[config.mk]
export PLATFORM = sky130hd
export DESIGN_NAME = lfsr_stream_cipher_core
export DESIGN_NICKNAME = d
export VERILOG_FILES = /design/src/rtl/lfsr_stream_cipher_core.sv
export SDC_FILE = /design/constraint.sdc
export NUM_CORES = 1
export LEC_CHECK = 0
export CORE_MARGIN = 4
export CORE_UTILIZATION = 50
export CTS_CLUSTER_SIZE = 25
export DETAILED_ROUTE_END_ITERATION = 10
export PLACE_DENSITY = 0.69
export SYNTH_ARGS = -nofsm -noshare
export SYNTH_HDL_FRONTEND = slang
export SYNTH_SLANG_ARGS = --single-unit
[constraint.sdc]
create_clock -name clk -period 5.1 [get_ports clk]
set_clock_uncertainty 0.15 [all_clocks]
set_input_delay 1.02 -clock clk [delete_from_list [all_inputs] [get_ports clk]]
set_output_delay 1.02 -clock clk [all_outputs]
set_load 0.01 [all_outputs]
[src/rtl/lfsr_stream_cipher_core.sv]
// Multi-channel Galois-LFSR stream cipher: per-channel seedable keystream, OFB and
// ciphertext-autokey modes, valid/ready datapath with a single output register.
module lfsr_stream_cipher_core #(
  parameter int unsigned          WIDTH  = 8,
  parameter int unsigned          LFSR_W = 16,
  parameter logic [LFSR_W-1:0]    TAPS   = 16'hB400,
  parameter int unsigned          N_CH   = 4,
  parameter int unsigned          CH_W   = (N_CH > 1) ? $clog2(N_CH) : 1
) (
  input  logic              clk,
  input  logic              rst_n,
  input  logic              ena,
  input  logic              key_start,
  input  logic [CH_W-1:0]   key_ch,
  input  logic              key_valid,
  input  logic [WIDTH-1:0]  key_data,
  output logic              key_busy,
  output logic [N_CH-1:0]   ch_loaded,
  input  logic              in_valid,
  output logic              in_ready,
  input  logic [WIDTH-1:0]  in_data,
  input  logic [CH_W-1:0]   in_ch,
  input  logic              in_decrypt,
  input  logic              in_mode,
  output logic              out_valid,
  input  logic              out_ready,
  output logic [WIDTH-1:0]  out_data,
  output logic [CH_W-1:0]   out_ch
);

  localparam int unsigned BEATS = LFSR_W / WIDTH;
  localparam int unsigned CNT_W = (BEATS > 1) ? $clog2(BEATS) : 1;

  typedef enum logic {IDLE, LOAD} state_t;

  state_t             state;
  logic [LFSR_W-1:0]  lfsr [N_CH];
  logic [LFSR_W-1:0]  stage;
  logic [CNT_W-1:0]   cnt;
  logic [CH_W-1:0]    key_ch_q;

  logic [LFSR_W-1:0]  cur_s;
  logic [LFSR_W-1:0]  step_s;
  logic [LFSR_W-1:0]  stage_next;
  logic [LFSR_W-1:0]  seed_w;
  logic [WIDTH-1:0]   ks;
  logic [WIDTH-1:0]   y;
  logic               accept;
  logic               beat;
  logic               last_beat;

  // Keystream word, cipher result and next LFSR state for the selected channel
  always_comb begin
    cur_s      = lfsr[in_ch];
    ks         = cur_s[WIDTH-1:0];
    y          = in_data ^ ks;
    step_s     = (cur_s >> 1) ^ (cur_s[0] ? TAPS : '0);
    if (in_mode)
      step_s[WIDTH-1:0] = step_s[WIDTH-1:0] ^ (in_decrypt ? in_data : y);
    stage_next = (stage << WIDTH) | LFSR_W'(key_data);
    // An all-zero seed would lock the LFSR at zero forever
    seed_w     = (stage_next == '0) ? LFSR_W'(1) : stage_next;
    in_ready   = ena & (state == IDLE) & ch_loaded[in_ch] & (~out_valid | out_ready);
    accept     = in_valid & in_ready;
    beat       = ena & (state == LOAD) & key_valid;
    last_beat  = beat & (cnt == CNT_W'(BEATS - 1));
  end

  always_ff @(posedge clk) begin
    if (!rst_n) begin
      state     <= IDLE;
      key_busy  <= 1'b0;
      ch_loaded <= '0;
      stage     <= '0;
      cnt       <= '0;
      key_ch_q  <= '0;
      out_valid <= 1'b0;
      out_data  <= '0;
      out_ch    <= '0;
      for (int unsigned i = 0; i < N_CH; i++) lfsr[i] <= '0;
    end else if (ena) begin
      case (state)
        IDLE: begin
          if (key_start) begin
            state             <= LOAD;
            key_busy          <= 1'b1;
            key_ch_q          <= key_ch;
            cnt               <= '0;
            ch_loaded[key_ch] <= 1'b0;
          end
        end
        LOAD: begin
          if (beat) begin
            stage <= stage_next;
            if (last_beat) begin
              lfsr[key_ch_q]      <= seed_w;
              ch_loaded[key_ch_q] <= 1'b1;
              state               <= IDLE;
              key_busy            <= 1'b0;
              cnt                 <= '0;
            end else begin
              cnt <= cnt + CNT_W'(1);
            end
          end
        end
        default: state <= IDLE;
      endcase

      // Output register drains independently of the key-load FSM
      if (accept) begin
        lfsr[in_ch] <= step_s;
        out_valid   <= 1'b1;
        out_data    <= y;
        out_ch      <= in_ch;
      end else if (out_ready) begin
        out_valid <= 1'b0;
      end
    end
  end

endmodule

# Yosys cells after proc, flatten, opt, wreduce, memory -nomap -nowiden
# Memories as Yosys holds them, arrays and structs flattened.
# Index checks and enable logic that the tools add are counted.
# op_classes
addsub	1
mul	0
n_reduce_logical	12
n_lt_le_gt_ge	5
muxes	45
eq_ne	3
n_bitwise	17
n_shift	0
div_mod_pow	0
# ops
operator	count
$mux 16	4
$reduce_or 16->1	2
$mux 1	27
$logic_not 16->1	1
$mux 8	2
$or 16x8->16	1
$xor 15x16->16	1
$xor 8x8->8	2
$mux 4	3
$lt 2x3->1 const B	3
$reduce_and 3->1	3
$pmux 4 s2	1
$and 1x1->1	7
$pmux 1 s2	3
$and 4x4->4	1
$demux 1 s2	2
$ge 2x1->1 const B	2
$mux 2	2
$ne 2x1->1 const B	2
$not 4->4	1
$or 4x4->4	1
$reduce_and 2->1	2
$reduce_and 4->1	1
$bmux 1 s2	1
other kinds (6)	8
# totals
regBits	28
mem_count	1
latch_bits	0
ram_bits	64
word_cells	93
romBits	0
inputBits	29
# memory_table
name	words	width	rd	rd_ports_with_merged_regs	wr	line_no	source
lfsr	4	16	1	0	4	37	logic [LFSR_W-1:0] lfsr [N_CH];

# Depth between registers and ports, before layout
# depth
ltp_word	12
mapped_depth	7
ltp_nobuf	4

# Least setup slack after synthesis
# No wires, ideal clock.
# synth_timing
path_type	input to register
start	input port in_ch[0]
end	memory lfsr[3][0], enable pin
t_arrival_ns	3.453
path_slack_ns	1.080
setup_ns	0.417
path_stages	6
path_cell_list	buf_6 -> mux4_2 -> nand4_2 -> clkbuf_1 -> a21oi_1 -> a221oi_1
# synth_rtl
element	line_no	source
start: declaration	22	input logic [CH_W-1:0] in_ch,
end: declaration	37	

# Worst setup path in the final report
# layout_timing
start	input port ena
end	output port in_ready
# layout_via
elab_chain_len	3
# layout_rtl
element	line_no	source
start: declaration	12	input logic ena,
$and 1x1->1 (3 in series)	63	in_ready = ena & (state == IDLE) & ch_loaded[in_ch] & (~out_valid | out_ready);
end: declaration	20	output logic in_ready,
# Every way passes these cells.

==> qor.txt <==
cell with the most instances after synthesis: edfxtp_1
register area: 0.00248 mm²
First-pass DRT Iterations: 5
DRT antenna net count: 0
mean post-synth cell area: 11.8 µm²
DR vias/cell: 6.39
max-cap check violation count: 0
cell chain of the critical path: clkdlybuf4s50_1 > nor2b_1 > and3_1 > clkdlybuf4s50_1
Worst path max stage delay: 0.63 ns
Multi-input gate area: 0.00187 mm²
total CTS buffers: 9
layout cells sized above 1: 11.6%
post-CTS sizing: 0
cell mode on critical path: clkdlybuf4s50_1
Port Buffers: 45
Die X: 103 µm
DP HPWL: 7550 µm
Root Buffer Master: clkbuf_8
Worst EP required: 3.93 ns
Hold-fix buffers, CTS: 0
Max IR drop VDD: 160 µV
worst slew pin tran: 0.929 ns
Critical Path Start: ena
final wirelength: 11200 µm
top cells by count, synth: edfxtp_1, nand2_1, dfxtp_1, nor2_1, a21oi_1
post-synth cell types: 51
Final Util: 60.3%
Mapped Area: 0.00453 mm²
Final setup viols: 0
Post-synth EDFFs: 64
Fillers: 704
crit path max-delay cell type: clkdlybuf4s50_1
relative slew slack: 37.9%
Final Wtd Congestion: 0.918
setup total negative slack: 0 ns
Core Region: 0.00876 mm²
DR vias: 3436
Area contributors post-synth: edfxtp_1, dfxtp_1, mux4_2, nand2_1, mux4_1
Crit path max-delay family: buffers and inverters
leakage power: 1.86 nW
Critical path destination: in_ready
vias in the first global route: 3319
reg2reg end: lfsr[0][5]
Place WS: 0.855 ns
R2R cell count: 5
final-report hold violation count: 0
drt drc: 0
post-synth top area share: 42.5%
met1 WL: 5100 µm
Worst R2R Setup Slack: 2.15 ns
initial antenna violation count: 0
met2 routed WL: 5140 µm
aggregate global-route resource usage: 22.3%
RSZ-0062 raised after global routing: false
warning count from the yosys run: 0
# diodes: 0
flops & latches, synth: 92
clock transition at the registers of the reported paths: 0.09 ns
global route overflow: 0
DR top layer: met4
Reg-to-Reg Start: state
Fmax: 252 MHz
Levels on crit path: 4
Seq/Total Area, Yosys: 54.8%
WP buf/inv: 2
Area Overhead vs Synth: 16.8%
Tmin final: 3.97 ns
Die ar.: 0.0106 mm²
Routed met3 length: 933 µm
H-Tree Depth: 3
syn nets: 412
largest net degree at the start of global routing: 26
Final WS setup: 1.13 ns
worst skew pair latency: 0.35 ns
Mapped Cells: 383
fin crit share: 77.9%
clk sink count: 92
first-pass GRT wire length: 17800 µm
area leader, netlist: edfxtp_1
row count: 34
CTS Buffer Depth: 2
IO Pins: 46
Crit path arrival time: 2.80 ns
kind of critical path: in -> out
nets@finish: 454
DR WL/cell: 20.9 µm
prevailing post-synth register cell: edfxtp_1
hold slack: 0.309 ns
crit end category: output pin
fraction of registers with async set/reset: 0%
CTS tree: done
Initial Util: 51.7%
Die H: 103 µm
Critical Path Fanout Max: 9
outcome: completed
Hold Path Class: reg -> reg
# Post-CTS Setup Buffers: 0
Power Dens Cells: 286 mW/mm²
crit path launch type: input pin
initial DRC count: 308
Pins Over Slew Limit: 0
[worst min-delay path by stage]
| stage | cells past startpoint | endpoint | start | slack (ns) |
|---|---|---|---|---|
| after floorplan | 2 | stage[0] | stage[0] | 0.30 |
| after global placement | 2 | key_busy | key_busy | 0.30 |
| after detailed placement | 2 | key_busy | key_busy | 0.30 |
| after CTS | 2 | key_busy | key_busy | 0.31 |
| after global routing | 2 | key_busy | key_busy | 0.34 |
| final | 2 | key_busy | key_busy | 0.31 |
[state kept, by name (all words and copies together), names as in the netlist]
register,cells
state,1
key_busy,1
key_ch_q,2
out_valid,1
ch_loaded,4
lfsr,64
stage,8
out_data,8
out_ch,2
cnt,1
[per-stage QoR]
stage               total power, mW  cells  area (µm²)
CTS                            1.52    538        5290
detailed placement            0.980    522        5060
floorplan                     0.923    383        4530
global route                   1.57    538        5290
global placement              0.977    522        5060
finish                         1.51    538        5290
[kinds of logic (layout without fill, tap and decap cells)]
kind of cell	Yosys count	after routing	share of synthesized area, %
xor+xnor	11	11	2.13
simple gates	137	137	15.7
buf+inv	37	84	4.01
mux	17	17	8.87
compound gates	89	89	14.5
flops	92	92	54.8
[cell usage in the layout, fill, tap and decap left out, types with 7 or more instances in the layout]
cell              n
nand3_1          19
inv_1            11
nand2_1          36
clkdlybuf4s50_1  45
a21o_1            7
xor2_1            8
nor2_1           24
a22o_1           10
buf_4            11
nor4_1           13
a21oi_1          21
edfxtp_1         64
clkbuf_8          9
a31oi_1          17
nor3_1           11
dfxtp_1          28
nand4_1           8
mux4_2           12
[tightest hold or removal path, stage by stage (launching register included)]
cell	delay [ns]
dfxtp_1	0.32
nand2_1	0.05
a21oi_1	0.05
[final cells by class]
class | count | area share [%]
flip-flops and latches | 92 | 47.0
clock inverters | 7 | 1.85
well taps | 108 | 2.56
multi-input cells | 254 | 35.4
clock buffers | 9 | 2.34
inverters | 12 | 0.852
repair buffers | 56 | 10.1
[where the power goes]
group / internal [mW] / switching, mW
clock: 0.279 / 0.269
combinational: 0.0601 / 0.0796
sequential: 0.816 / 0.00861
total: 1.15 / 0.357
[per-layer routing]
layer	track usage (%)	vias up
met5	0	-
met3	3.38	7
met1	33.7	1655
met2	33.7	188
li1	-	1586
met4	5.98	0
Note: power is estimated with default switching activity, not from simulation.
